File: src/rtl/calc_tx_pkg.sv
// Shared types and frame-length helpers for the calculator serial transmitter.
// Defining CALC_TX_PARITY_EN appends one even-parity bit to every frame.
package calc_tx_pkg;

    typedef enum logic [1:0] {IDLE, LOADED, SHIFT, DONE} tx_state_t;

`ifdef CALC_TX_PARITY_EN
    localparam int PARITY_LEN = 1;
`else
    localparam int PARITY_LEN = 0;
`endif

    function automatic int frameLen(input int dataW, input logic fullWord);
        return (fullWord ? dataW : dataW / 2) + PARITY_LEN;
    endfunction

    // Counter must reach the longest frame (DATA_W + parity) without wrapping.
    function automatic int cntWidth(input int dataW);
        return $clog2(dataW + 2);
    endfunction

endpackage

File: src/rtl/calc_tx_shifter.sv
// Load/shift register with bit counter; lastBitSent rises once the whole
// frame (including the optional parity bit) has been shifted out.
module calc_tx_shifter
    import calc_tx_pkg::*;
#(
    parameter int DATA_W = 16
) (
    input  logic              Clk,
    input  logic              Reset,
    input  logic              load,
    input  logic              shift,
    input  logic              mode,
    input  logic [DATA_W-1:0] dataIn,
    output logic              currentBit,
    output logic              lastBitSent
);

    localparam int HALF_W = DATA_W / 2;
    localparam int REG_W  = DATA_W + PARITY_LEN;
    localparam int CNT_W  = cntWidth(DATA_W);
    localparam logic [CNT_W-1:0] FULL_LEN = CNT_W'(frameLen(DATA_W, 1'b1));
    localparam logic [CNT_W-1:0] HALF_LEN = CNT_W'(frameLen(DATA_W, 1'b0));

    logic [REG_W-1:0] shiftReg;
    logic [REG_W-1:0] loadWord;
    logic [CNT_W-1:0] bitCount;
    logic             modeReg;

`ifdef CALC_TX_PARITY_EN
    // Parity sits directly above the last data bit so it shifts out next.
    always_comb begin
        loadWord = '0;
        if (mode) begin
            loadWord = {^dataIn, dataIn};
        end else begin
            loadWord[HALF_W:0] = {^dataIn[HALF_W-1:0], dataIn[HALF_W-1:0]};
        end
    end
`else
    assign loadWord = dataIn;
`endif

    always_ff @(posedge Clk or posedge Reset) begin
        if (Reset) begin
            shiftReg <= '0;
            bitCount <= '0;
            modeReg  <= 1'b0;
        end else if (load) begin
            shiftReg <= loadWord;
            bitCount <= '0;
            modeReg  <= mode;
        end else if (shift) begin
            shiftReg <= shiftReg >> 1;
            bitCount <= bitCount + CNT_W'(1);
        end
    end

    assign currentBit  = shiftReg[0];
    assign lastBitSent = (bitCount == (modeReg ? FULL_LEN : HALF_LEN));

endmodule

File: src/rtl/calc_serial_tx.sv
// Serial output stage for the calculator: captures a result word and shifts
// it out LSB first under control handshake. Optional parity: CALC_TX_PARITY_EN.
module calc_serial_tx
    import calc_tx_pkg::*;
#(
    parameter int DATA_W = 16
) (
    input  logic              Clk,
    input  logic              Reset,
    input  logic              SampleData,
    input  logic              TransferData,
    input  logic              Mode,
    input  logic [DATA_W-1:0] DataIn,
    output logic              DataOut,
    output logic              OutValid,
    output logic              TransferDone,
    output logic              TxBusy
);

    tx_state_t stateReg;
    logic      loadWord;
    logic      shiftBit;
    logic      currentBit;
    logic      lastBitSent;

    // A sample in LOADED only counts while control is not yet transferring.
    assign loadWord = SampleData &&
                      ((stateReg == IDLE) || (stateReg == LOADED && !TransferData));
    assign shiftBit = TransferData &&
                      ((stateReg == LOADED) || (stateReg == SHIFT && !lastBitSent));

    calc_tx_shifter #(
        .DATA_W(DATA_W)
    ) shifterInst (
        .Clk        (Clk),
        .Reset      (Reset),
        .load       (loadWord),
        .shift      (shiftBit),
        .mode       (Mode),
        .dataIn     (DataIn),
        .currentBit (currentBit),
        .lastBitSent(lastBitSent)
    );

    always_ff @(posedge Clk or posedge Reset) begin
        if (Reset) begin
            stateReg     <= IDLE;
            DataOut      <= 1'b0;
            OutValid     <= 1'b0;
            TransferDone <= 1'b0;
            TxBusy       <= 1'b0;
        end else begin
            OutValid     <= 1'b0;
            TransferDone <= 1'b0;
            unique case (stateReg)
                IDLE: begin
                    if (SampleData) begin
                        stateReg <= LOADED;
                        TxBusy   <= 1'b1;
                    end
                end
                LOADED: begin
                    if (TransferData) begin
                        stateReg <= SHIFT;
                        DataOut  <= currentBit;
                        OutValid <= 1'b1;
                    end
                end
                SHIFT: begin
                    // Completion does not wait on TransferData; a pause holds DataOut.
                    if (lastBitSent) begin
                        stateReg     <= DONE;
                        TransferDone <= 1'b1;
                        TxBusy       <= 1'b0;
                    end else if (TransferData) begin
                        DataOut  <= currentBit;
                        OutValid <= 1'b1;
                    end
                end
                DONE: begin
                    stateReg <= IDLE;
                end
                default: begin
                    stateReg <= IDLE;
                    TxBusy   <= 1'b0;
                end
            endcase
        end
    end

endmodule

File: config.mk
export PLATFORM = sky130hd
export DESIGN_NAME = calc_serial_tx
export DESIGN_NICKNAME = d
export VERILOG_FILES = /design/src/rtl/calc_tx_pkg.sv /design/src/rtl/calc_tx_shifter.sv /design/src/rtl/calc_serial_tx.sv
export SDC_FILE = /design/constraint.sdc
export NUM_CORES = 1
export LEC_CHECK = 0
export BUFFER_PORTS_ARGS = -buffer_cell sky130_fd_sc_hd__buf_2
export CORE_AREA = 2 2 60 62
export DETAILED_ROUTE_END_ITERATION = 8
export DIE_AREA = 0 0 62 64
export PLACE_DENSITY_LB_ADDON = 0.12
export SLEW_MARGIN = 20
export SYNTH_ARGS = -nofsm -noshare
export SYNTH_HDL_FRONTEND = slang
export SYNTH_SLANG_ARGS = --single-unit
File: constraint.sdc
create_clock -name Clk -period 2.96 [get_ports Clk]
set_input_delay 0.148 -clock Clk [delete_from_list [all_inputs] [get_ports Clk]]
set_output_delay 0.148 -clock Clk [all_outputs]
set_load 0.02 [all_outputs]
## After elaboration in Yosys (flattened, before gate mapping)

Cells that the tools add are included.
W data, S select, Z words.

| storage, ports and cells | value |
|---|---|
| register bits | 28 |
| output and inout port bits | 4 |
| bits of input ports | 21 |
| logic and storage cells | 52 |

| cells by class | value |
|---|---|
| equal/unequal tests | 8 |
| reduce and logical (&&, ||, !) cells | 15 |
| muxes and demuxes | 20 |
| add/sub/neg operators | 1 |

Operators with widths:

| cell | count |
|---|---|
| $mux W16 | 2 |
| $mux W5 | 3 |
| $mux W1 | 8 |
| $ne A2 B2 Y1 const B | 4 |
| $pmux W2 S4 | 1 |
| $mux W2 | 3 |
| $pmux W1 S2 | 3 |
| $reduce_and A3 Y1 | 2 |
| $reduce_bool A2 Y1 | 3 |
| $add A5 B1 Y5 const B | 1 |
| $eq A5 B5 Y1 | 1 |
| $eq A2 B2 Y1 const B | 2 |
| $logic_and A1 B1 Y1 | 4 |
| $eq A2 B1 Y1 const B | 1 |
| $logic_not A1 Y1 | 2 |
| $logic_not A2 Y1 | 1 |
| $logic_or A1 B1 Y1 | 2 |
| $reduce_and A2 Y1 | 1 |

## Logic depth before layout (Yosys ltp)

Gate-level depths: netlist of the first run.

| logic depth | value |
|---|---|
| word-level depth | 8 |
| mapped depth | 7 |
| depth with buffers taken out | 6 |

## Modules after synthesis

A second synthesis of the first run with hierarchy kept.

| unflattened totals | value |
|---|---|
| cells, all modules | 135 |
| area total of the unflattened synthesis | 1,460.2 µm² |

Modules (own cells, without submodules):

| module | area each (µm²) | sequential area each (µm²) | cells an instance | instances |
|---|---|---|---|---|
| calc_tx_shifter | 1,072.3 | 550.5 | 101 | 1 |
| calc_serial_tx | 387.9 | 150.1 | 34 | 1 |

## Least setup slack after synthesis of the first run

No wires, ideal clock.

| timing | value |
|---|---|
| path kind | flip-flop to flip-flop |
| start point | reg stateReg[1] |
| end point | reg stateReg[1] |
| cell stages (with the launch flop) | 7 |
| buffers on the path | 0 |
| clock period less this slack | 1.554 ns |
| path slack | 1.406 ns |
| setup time | 0.125 ns |
| required time | 2.835 ns |
| data arrival time | 1.429 ns |
| cells stage by stage | dfrtp_1 -> inv_1 -> ha_1 -> nor2b_1 -> a21o_1 -> a21oi_1 -> mux2_2 |

| between the ends | value |
|---|---|
| longest elaborated chain between the ends | 3 |
| elaborated cells on any way between the ends | 9 |
| those cells by class | eq/ne (6); mux (1); reduce/logical (2) |

RTL lines:

| item | line | RTL |
|---|---|---|
| start: declaration | calc_serial_tx.sv:20 | `tx_state_t stateReg;` |
| start signal: assignment | calc_serial_tx.sv:47 | `stateReg <= IDLE;` |
| start signal: assignment | calc_serial_tx.sv:58 | `stateReg <= LOADED;` |
| start signal: assignment | calc_serial_tx.sv:64 | `stateReg <= SHIFT;` |
| $eq A2 B1 Y1, or another cell as far along | calc_serial_tx.sv:55 | `unique case (stateReg)` |
| $ne A2 B2 Y1 (no line) | n/a |  |
| $reduce_and A3 Y1 (no line) | n/a |  |

Several ways; a longest one is shown, not always the timed one.
A chain may end at the register's enable or synchronous reset.

## Final worst setup path of the first run

| timing | value |
|---|---|
| start point | reg stateReg[1] |
| end point | reg shifterInst.shiftReg[2] |

| between the ends | value |
|---|---|
| longest elaborated chain between the ends | 5 |
| elaborated cells on any way between the ends | 11 |
| those cells by class | eq/ne (2); mux (1); reduce/logical (8) |

RTL lines:

| item | line | RTL |
|---|---|---|
| $eq A2 B1 Y1 / $eq A2 B2 Y1 (equally long branches) | calc_serial_tx.sv:28, calc_serial_tx.sv:30 |  |
| $logic_and A1 B1 Y1 (on tied branches) | calc_serial_tx.sv:28, calc_serial_tx.sv:30 |  |
| $logic_or A1 B1 Y1 (on tied branches) | calc_serial_tx.sv:28, calc_serial_tx.sv:30 |  |
| $logic_and A1 B1 Y1 (on tied branches) | calc_serial_tx.sv:27, calc_serial_tx.sv:29 |  |
| $mux W16 / $reduce_bool A2 Y1 (equally long branches) | n/a |  |
| end signal: assignment | calc_tx_shifter.sv:49 | `shiftReg <= loadWord;` |
| end signal: assignment | calc_tx_shifter.sv:53 | `shiftReg <= shiftReg >> 1;` |
| end: declaration | calc_tx_shifter.sv:24 | `logic [REG_W-1:0] shiftReg;` |

Several ways; a longest one is shown, not always the timed one.

==> results of run 1 <==
metrics by stage:
stage | util (%) | total power, uW
floorplan | - | 1150
CTS | 50.7 | 1580
detailed placement | 48.5 | 1330
finish | 51.0 | 1570
global route | 51.0 | 1720
global placement | 48.5 | 1290
registers in the layout, indices dropped and copies added (netlist names):
signal	cells
stateReg	2
TransferDone	1
TxBusy	1
shifterInst.modeReg	1
DataOut	1
shifterInst.shiftReg	16
OutValid	1
shifterInst.bitCount	5
layer usage:
metal  GRT usage, %  vias to the layer above  share of wire (%)
li1               -                      601                  -
met1           25.3                      591                 48
met2           27.5                       14                 50
met3           1.82                        2                2.3
met4           6.65                        0               0.41
met5              0                        -                  0
placed cells by master (no fill, tap or decap), types with 3 or more instances in the layout:
cell type	count
buf_2	24
a21oi_1	20
nor2_1	18
dfrtp_1	28
ha_1	6
inv_1	6
a31oi_1	15
o21ai_1	3
clkbuf_4	3
dlygate4sd3_1	3
o21ai_0	18
nand2_1	7
how the worst max path moves through the flow:
stage	startpoint	to	slack [ns]	cells past startpoint
finish	stateReg[1]	shifterInst.shiftReg[2]	0.85	6
global route	stateReg[1]	shifterInst.shiftReg[2]	0.67	6
CTS	stateReg[1]	shifterInst.shiftReg[1]	0.89	6
detailed placement	stateReg[1]	shifterInst.shiftReg[9]	0.91	6
global placement	stateReg[1]	shifterInst.shiftReg[5]	1.03	6
floorplan	stateReg[1]	stateReg[1]	1.41	6
final cells by class:
class | count | area [um^2] | area share [%]
repair buffers | 29 | 165 | 9.85
inverters | 7 | 26.3 | 1.57
clock inverters | 1 | 30.0 | 1.79
flip-flops and latches | 28 | 701 | 41.8
well taps | 46 | 57.6 | 3.43
clock buffers | 3 | 22.5 | 1.34
multi-input cells | 111 | 674 | 40.2
critical path: stages, from the launching register on:
cell	delay (ns)
dfrtp_1	0.43
inv_1	0.11
ha_1	0.24
nor2b_1	0.28
o21a_1	0.69
a31oi_1	0.08
a21oi_1	0.19
cell families (layout without fill, tap and decap cells):
family,after synthesis,count (layout),synth area share (%)
AO/OA/AOI/OAI,65,65,26.3
XOR/XNOR,2,2,1.21
flip-flops,28,28,48.5
adder cells (fa/ha/maj),6,6,5.19
AND/OR/NAND/NOR,36,36,12.4
multiplexers,2,2,1.56
buffers and inverters,15,40,4.85
power breakdown:
group	switching [uW]	total, uW	internal (uW)
logic	392	679	288
registers	91.9	639	547
clock network	116	253	137
total	600	1570	972
==> results.cfg, run 1 <==
[outcome]
status = complete, no violations

[timing]
worst_slew_pin_slew_ns = 0.811
grt_setup_unrepaired = no
setup_ws_ns = 0.854
finalHoldViolCount = 0
slew_viol_final = 0
max_slew_margin_pct = 45.9
setup_violations = 0
timing.final.crit_share_pct = 71.1
fin_skew_ns = 0.0179
setup_tns_ns = 0
hold_ws_ns = 0.0439
fmax_mhz = 475
fin_crit_ns = 2.11

[global_route]
antenna_found_initial = 0
grt_pass1_wl_mm = 5.34
gr-total-overflow = 0
grt_usage_pct = 17.8
grt_max_degree = 29
first_global_vias = 1141

[pwr]
p_leak_uw = 0.000761
power_density_nw_per_um2 = 937
ir_worst_vdd_v = 0.000392

[die]
coreArea_um2 = 3280
row_count = 21
io_pins = 25
initial_utilization_pct = 44.0
die_y_um = 64
die_w_um = 62
die-area_um2 = 3970

[route]
remaining_drc_errors = 0
routedWlPerCell_um = 14.0
antenna_left = 0
firstDrtPassIters = 4
viasPerCell = 5.37
vias = 1208
totalWireLength_mm = 3.15
drt_iter0_markers = 50

[worst_setup_path]
crit_required_ns = 3.21
path_class = reg -> reg
cp_max_fo = 23
crit_arrival_ns = 2.36
ff2ff_setup_slack_ns = 0.85
r2r-start = stateReg[1]
cp-start-kind = flip-flop
reg2regPathDepth = 6
end_kind = flip-flop
timing.rr.end = shifterInst.shiftReg[2]

[logic_synthesis]
syn_avg_cell_area_um2 = 9.38
synth_top_area_share_pct = 48.5
synth-edff-count = 0
yosysUniqueCellTypes = 28
synth-seq-cells = 28
yosys.area.top_type = dfrtp_1
syn-instance-count = 154
synth_area_um2 = 1450
synthFlopType = dfrtp_1
synth_area_leaders = dfrtp_1 (48%), a21oi_1 (6.9%), a31oi_1 (6.5%), o21ai_0 (6.2%), ha_1 (5.2%)
syn_nets = 181
synth_most_common_cell = dfrtp_1
synthArstFlopShare_pct = 100
yosys-top-cells-count = dfrtp_1 (28), a21oi_1 (20), nor2_1 (18), o21ai_0 (18), a31oi_1 (15)
yosysSeqAreaShare_pct = 48.5
yosysWarnings = 0

[layout]
fin_nets = 207
fill_cells = 330
diodes = 0
drive_gt1_share_pct = 21.8
final_cell_area_um2 = 1680
final_cells = 225
area_delta_synth_final_pct = 16.0

[place]
dp_cells = 218
io_buffer_count = 24
post-dp-hpwl_mm = 2.07
pre_cts_ws_ns = 0.909
place_area_um2 = 1590
globalplace.congestion = 0.778

[clock_tree]
cts_sinks = 28
worstSkewPairLatency_ns = 0.34
cts_hold_buffers = 2
htreeDepth = 1
cts_tree = built
post_cts_buffers = 0
numCtsBuffers = 3
path_clk_slew_ns = 0.16
root_buffer = clkbuf_4
cts-resized-gates = 0
cts.path.max_buffers = 2

[min_path]
holdPathEnd = shifterInst.shiftReg[7]
hold_path_startpoint = DataIn[7]
hold-path-cell-count = 3
hp-class = in -> reg

[flow_run]
drv_cap = 0
Power figures use the tool's default switching activity.
==> run 2, diff against run 1 <==
- clock period: 2.96 -> 1.8 ns (I/O delays scaled with it)
==> run 2 against run 1 <==
  * Die area unchanged
  * Hold slack worse by 0.036 ns
  * Sequential share of layout area shrank 3.0 points
  * Sequential power up 66%
  * Global-route usage grew 1.4 points
  * Via count increased by 7.6%
  * Cell count up 5.8%
  * Non-clock buffer count increased by 13
  * Fmax grew 21%
  * Clock power grew 25%
  * Highest routed layer unchanged
==> results.cfg, run 2 (synthesized netlist as in run 1, its figures left out) <==
[timing]
max_slew_margin_pct = 69.1
fin_skew_ns = 0.00442
setup_violations = 0
timing.final.crit_share_pct = 97.0
fmax_mhz = 573
grt_setup_unrepaired = yes
finalHoldViolCount = 0
slew_viol_final = 0
fin_crit_ns = 1.75
setup_ws_ns = 0.0548
worst_slew_pin_slew_ns = 0.462

[worst_setup_path]
timing.rr.end = stateReg[1]
cp-start-kind = flip-flop
setup.worst_path.end = stateReg[1]
r2r-start = stateReg[1]
reg2regPathDepth = 6
startpoint = stateReg[1]
ff2ff_setup_slack_ns = 0.05
cp_max_fo = 4
end_kind = flip-flop
crit_required_ns = 2.04
crit_arrival_ns = 1.98
path_class = reg -> reg

[layout]
final_util_pct = 55.0
largest_reg_flops = 16
drive_gt1_share_pct = 23.4
top_register = shifterInst.shiftReg
final_common_cell = dfrtp_1
fin_nets = 220
top_regs = shifterInst.shiftReg: 16 flops, shifterInst.bitCount: 5 flops, stateReg: 2 flops
fill_cells = 325
final_cell_mix = dfrtp_1 (28), buf_2 (24), a21oi_1 (20)
diodes = 0
area_delta_synth_final_pct = 25.0

[clock_tree]
cts.path.max_buffers = 2
cts_tree = built
worstSkewPairLatency_ns = 0.34
cts_sinks = 28
numCtsBuffers = 3
htreeDepth = 1
root_buffer = clkbuf_4
path_clk_slew_ns = 0.15

[die]
row_count = 21
die_w_um = 62
initial_utilization_pct = 44.0
io_pins = 25
die-area_um2 = 3970
die_y_um = 64
coreArea_um2 = 3280

[place]
pre_cts_ws_ns = 0.00788
post-dp-hpwl_mm = 2.13
io_buffer_count = 24
globalplace.congestion = 0.827

[route]
firstDrtPassIters = 4
vias = 1300
routedWlPerCell_um = 13.7
totalWireLength_mm = 3.27
antenna_left = 0
drt_iter0_markers = 92
viasPerCell = 5.46
remaining_drc_errors = 0

[global_route]
grt_usage_pct = 19.2
grt_max_degree = 29
antenna_found_initial = 0
grt_pass1_wl_mm = 5.84
gr-total-overflow = 0
first_global_vias = 1277

[min_path]
hp-class = in -> reg

[pwr]
power_density_nw_per_um2 = 1430
p_leak_uw = 0.000816
total_power_uw = 2580
ir_worst_vdd_v = 0.000659

[outcome]
status = complete, no violations

[flow_run]
drv_cap = 0
## run 2: final cells by class
class                           instances  area, um^2  area share [%]
Tap cell                               46        57.6            3.19
Multi-Input combinational cell        111         688            38.1
Timing Repair Buffer                   42         298            16.5
Clock buffer                            4        36.3            2.01
Inverter                                7        26.3            1.45
Sequential cell                        28         701            38.8
## run 2: metrics by stage
step	hold slack (ns)	TNS (ns)	area, um^2	instances
final	0.00803	0	1810	238
after global routing	0.00431	-0.0109	1810	238
after CTS	0.000436	0	1790	237
after detailed placement	0.179	0	1640	222
after global placement	0.172	0	1640	222
after floorplan	0.155	0	1450	154
## run 2: how the worst min path moves through the flow
stage | cells past startpoint | start | slack, ns | end
after global placement | 3 | Reset | 0.17 | shifterInst.shiftReg[12]
after CTS | 3 | DataIn[7] | 0.0004 | shifterInst.shiftReg[7]
final | 3 | DataIn[9] | 0.008 | shifterInst.shiftReg[9]
after detailed placement | 3 | Reset | 0.18 | shifterInst.shiftReg[12]
after floorplan | 1 | Reset | 0.16 | DataOut
after global routing | 3 | DataIn[9] | 0.004 | shifterInst.shiftReg[9]
## run 2: report_power, final
part           internal, uW  switching [uW]  total (uW)
combinational           542             663        1210
clock                   124             193         317
sequential              900             156        1060
total                  1570            1010        2580
## run 2: layer usage
metal	track usage, %	share of wire, %
met2	29.7	51
met1	26.6	44
met4	8.24	0.92
met5	0	0
met3	2.02	4.3
## run 2: critical path, cell delays in order (launching register included)
cell	delay (ns)
dfrtp_1	0.40
inv_1	0.09
ha_1	0.23
nor2b_2	0.20
a21o_1	0.17
a21oi_1	0.19
mux2_2	0.37
## run 2: what timing repair did
item | CTS | global route
gates resized for setup | 1 | 3
endpoints found under the hold margin | 38 | 1
endpoints found under the setup margin | 4 | 16
pin swaps | 0 | 0
hold buffers | 11 | 1
buffers inserted | 0 | 0
==> run 3, diff against run 2 <==
- ABC_AREA: unset -> 1
- CORE_AREA: 2 2 60 62 -> 2 2 63 65
- DIE_AREA: 0 0 62 64 -> 0 0 65 67
==> run 3 against run 2 <==
  * Clock power grew 26%
  * Die area up 9.8%
  * Sequential power about the same
  * Worst setup slack better by 0.16 ns
  * Non-clock buffer count fell by 8
  * Synthesized cell count up 41%
  * Wire length is 4.3% higher
==> results.cfg, run 3 <==
[outcome]
status = complete, no violations

[die]
die_w_um = 65
coreArea_um2 = 3610
row_count = 22
initial_utilization_pct = 44.5
die-area_um2 = 4360
io_pins = 25
die_y_um = 67

[logic_synthesis]
synth_most_common_cell = nand2_1
yosysSeqAreaShare_pct = 43.6
synthMuxAreaShare_pct = 0
syn-instance-count = 217
synth_simple_gate_area_share_pct = 38.7
synthArstFlopShare_pct = 100
yosys-top-cells-count = nand2_1 (102), dfrtp_1 (28), nand4_1 (21)
synth_top_family_by_area = simple AND/OR/NAND/NOR gates
synthFlopType = dfrtp_1
synth_compound_area_share_pct = 1.56
syn_avg_cell_area_um2 = 7.40
yosysWarnings = 0
yosys.area.top_type = dfrtp_1
synth-edff-count = 0
synth_area_um2 = 1610
synth-seq-cells = 28
syn_nets = 244
synth_xor_area_share_pct = 1.64
synthAdderAreaFrac_pct = 4.68
yosysUniqueCellTypes = 18
synth_area_leaders = dfrtp_1 (44%), nand2_1 (24%), nand4_1 (8.2%), ha_1 (4.7%), inv_1 (3.5%)
synth_top_area_share_pct = 43.6

[timing]
timing.final.crit_share_pct = 87.8
max_slew_margin_pct = 75.4
fin_skew_ns = 0.00564
setup_violations = 0
fmax_mhz = 633
hold_ws_ns = 0.0121
setup_tns_ns = 0
fin_crit_ns = 1.58
worst_slew_pin_slew_ns = 0.368
slew_viol_final = 0
finalHoldViolCount = 0
grt_setup_unrepaired = no

[layout]
final_cell_area_um2 = 1830
drive_gt1_share_pct = 18.9
diodes = 0
final_cell_mix = nand2_1 (102), dfrtp_1 (28), buf_2 (24)
top_regs = shifterInst.shiftReg: 16 flops, shifterInst.bitCount: 5 flops, stateReg: 2 flops
largest_reg_flops = 16
final_common_cell = nand2_1
fin_nets = 271
final_cells = 291
top_register = shifterInst.shiftReg
area_delta_synth_final_pct = 14.2

[clock_tree]
htreeDepth = 1
path_clk_slew_ns = 0.10
cts_tree = built
cts.path.max_buffers = 2
numCtsBuffers = 3
root_buffer = clkbuf_8
cts-resized-gates = 0
cts_sinks = 28
worstSkewPairLatency_ns = 0.28

[place]
io_buffer_count = 24
post-dp-hpwl_mm = 2.28
globalplace.congestion = 0.707
place_area_um2 = 1770
dp_cells = 286

[min_path]
hold-path-cell-count = 3
holdPathEnd = shifterInst.shiftReg[15]
hold_path_startpoint = DataIn[15]
hp-class = in -> reg

[global_route]
grt_pass1_wl_mm = 5.88
first_global_vias = 1324
antenna_found_initial = 0
gr-total-overflow = 0
grt_max_degree = 29
grt_usage_pct = 17.2

[route]
viasPerCell = 4.78
drt_iter0_markers = 79
firstDrtPassIters = 4
routedWlPerCell_um = 11.7
vias = 1391
antenna_left = 0
remaining_drc_errors = 0
totalWireLength_mm = 3.41

[worst_setup_path]
ff2ff_setup_slack_ns = 0.22
reg2regPathDepth = 10
cp-start-kind = flip-flop
crit_arrival_ns = 1.80
crit_required_ns = 2.02
r2r-start = stateReg[1]
timing.rr.end = shifterInst.shiftReg[4]
cp_max_fo = 20
end_kind = flip-flop
path_class = reg -> reg

[pwr]
power_density_nw_per_um2 = 1570
ir_worst_vdd_v = 0.000559
p_leak_uw = 0.00107

[flow_run]
drv_cap = 0
run 3: cell types whose count changed after synthesis, moves of 3 or more:
cell and change:
nand2_1 +95, a31oi_1 -15, nor2_1 -9, inv_2 +4, nand3_1 +5, o21ai_0 -15
buf_6 +3, inv_1 +8, a21oi_1 -19, nand2_2 +3, nand4_1 +19
run 3: kinds of logic after synthesis:
kind of cell,after synthesis
XOR/XNOR,3
adder cells (fa/ha/maj),6
buffers and inverters,31
AO/OA/AOI/OAI,5
flip-flops,28
AND/OR/NAND/NOR,144
run 3: how the worst max path moves through the flow:
stage,from,to,slack [ns],cells past startpoint
2_1_floorplan,stateReg[1],shifterInst.bitCount[0],0.44,9
3_3_place_gp,stateReg[1],shifterInst.shiftReg[4],0.29,10
3_5_place_dp,stateReg[1],shifterInst.shiftReg[2],0.26,10
4_1_cts,stateReg[1],shifterInst.shiftReg[2],0.22,10
5_1_grt,stateReg[1],shifterInst.shiftReg[7],0.04,10
6_report,stateReg[1],shifterInst.shiftReg[4],0.22,10
run 3: per-layer routing:
metal | global-route usage, % | wire length (um) | vias to the layer above
met5 | 0 | 0 | -
met4 | 4.26 | 23 | 0
met3 | 2.53 | 101 | 4
met2 | 27.1 | 1470 | 24
met1 | 24.8 | 1810 | 630
li1 | - | - | 733
run 3: cell type report:
type	count	area [um^2]
tap	48	60.1
fill	385	1770
clock buffer	4	55.1
timing repair buffer	34	198
sequential	28	701
multi-input combinational	158	748
inverter	19	71.3
run 3: report_power, final:
| part | leakage (uW) | switching [uW] | internal, uW |
|---|---|---|---|
| logic | 0.000683 | 907 | 525 |
| clock network | 0.0000288 | 202 | 196 |
| registers | 0.000362 | 159 | 883 |
run 3: stage by stage:
step	total power (uW)	util, %	setup slack, ns
global route	3170	50.8	0.0421
CTS	2890	50.8	0.222
detailed placement	2480	49.0	0.257
global placement	2470	49.0	0.290
floorplan	2190	-	0.442
finish	2870	50.8	0.219
run 3: what timing repair did:
| item | in CTS | in global routing |
|---|---|---|
| hold buffers | 1 | 0 |
| hold endpoints to repair | 28 | 0 |
| setup buffers | 0 | 0 |
run 3: critical path, stage by stage (launching register included):
cell	delay, ns
dfrtp_1	0.41
inv_1	0.11
ha_1	0.21
nand2_2	0.07
nand2_1	0.07
nand2_2	0.08
inv_2	0.30
nand2_1	0.09
nand2_1	0.07
nand2_1	0.05
nand2_1	0.06
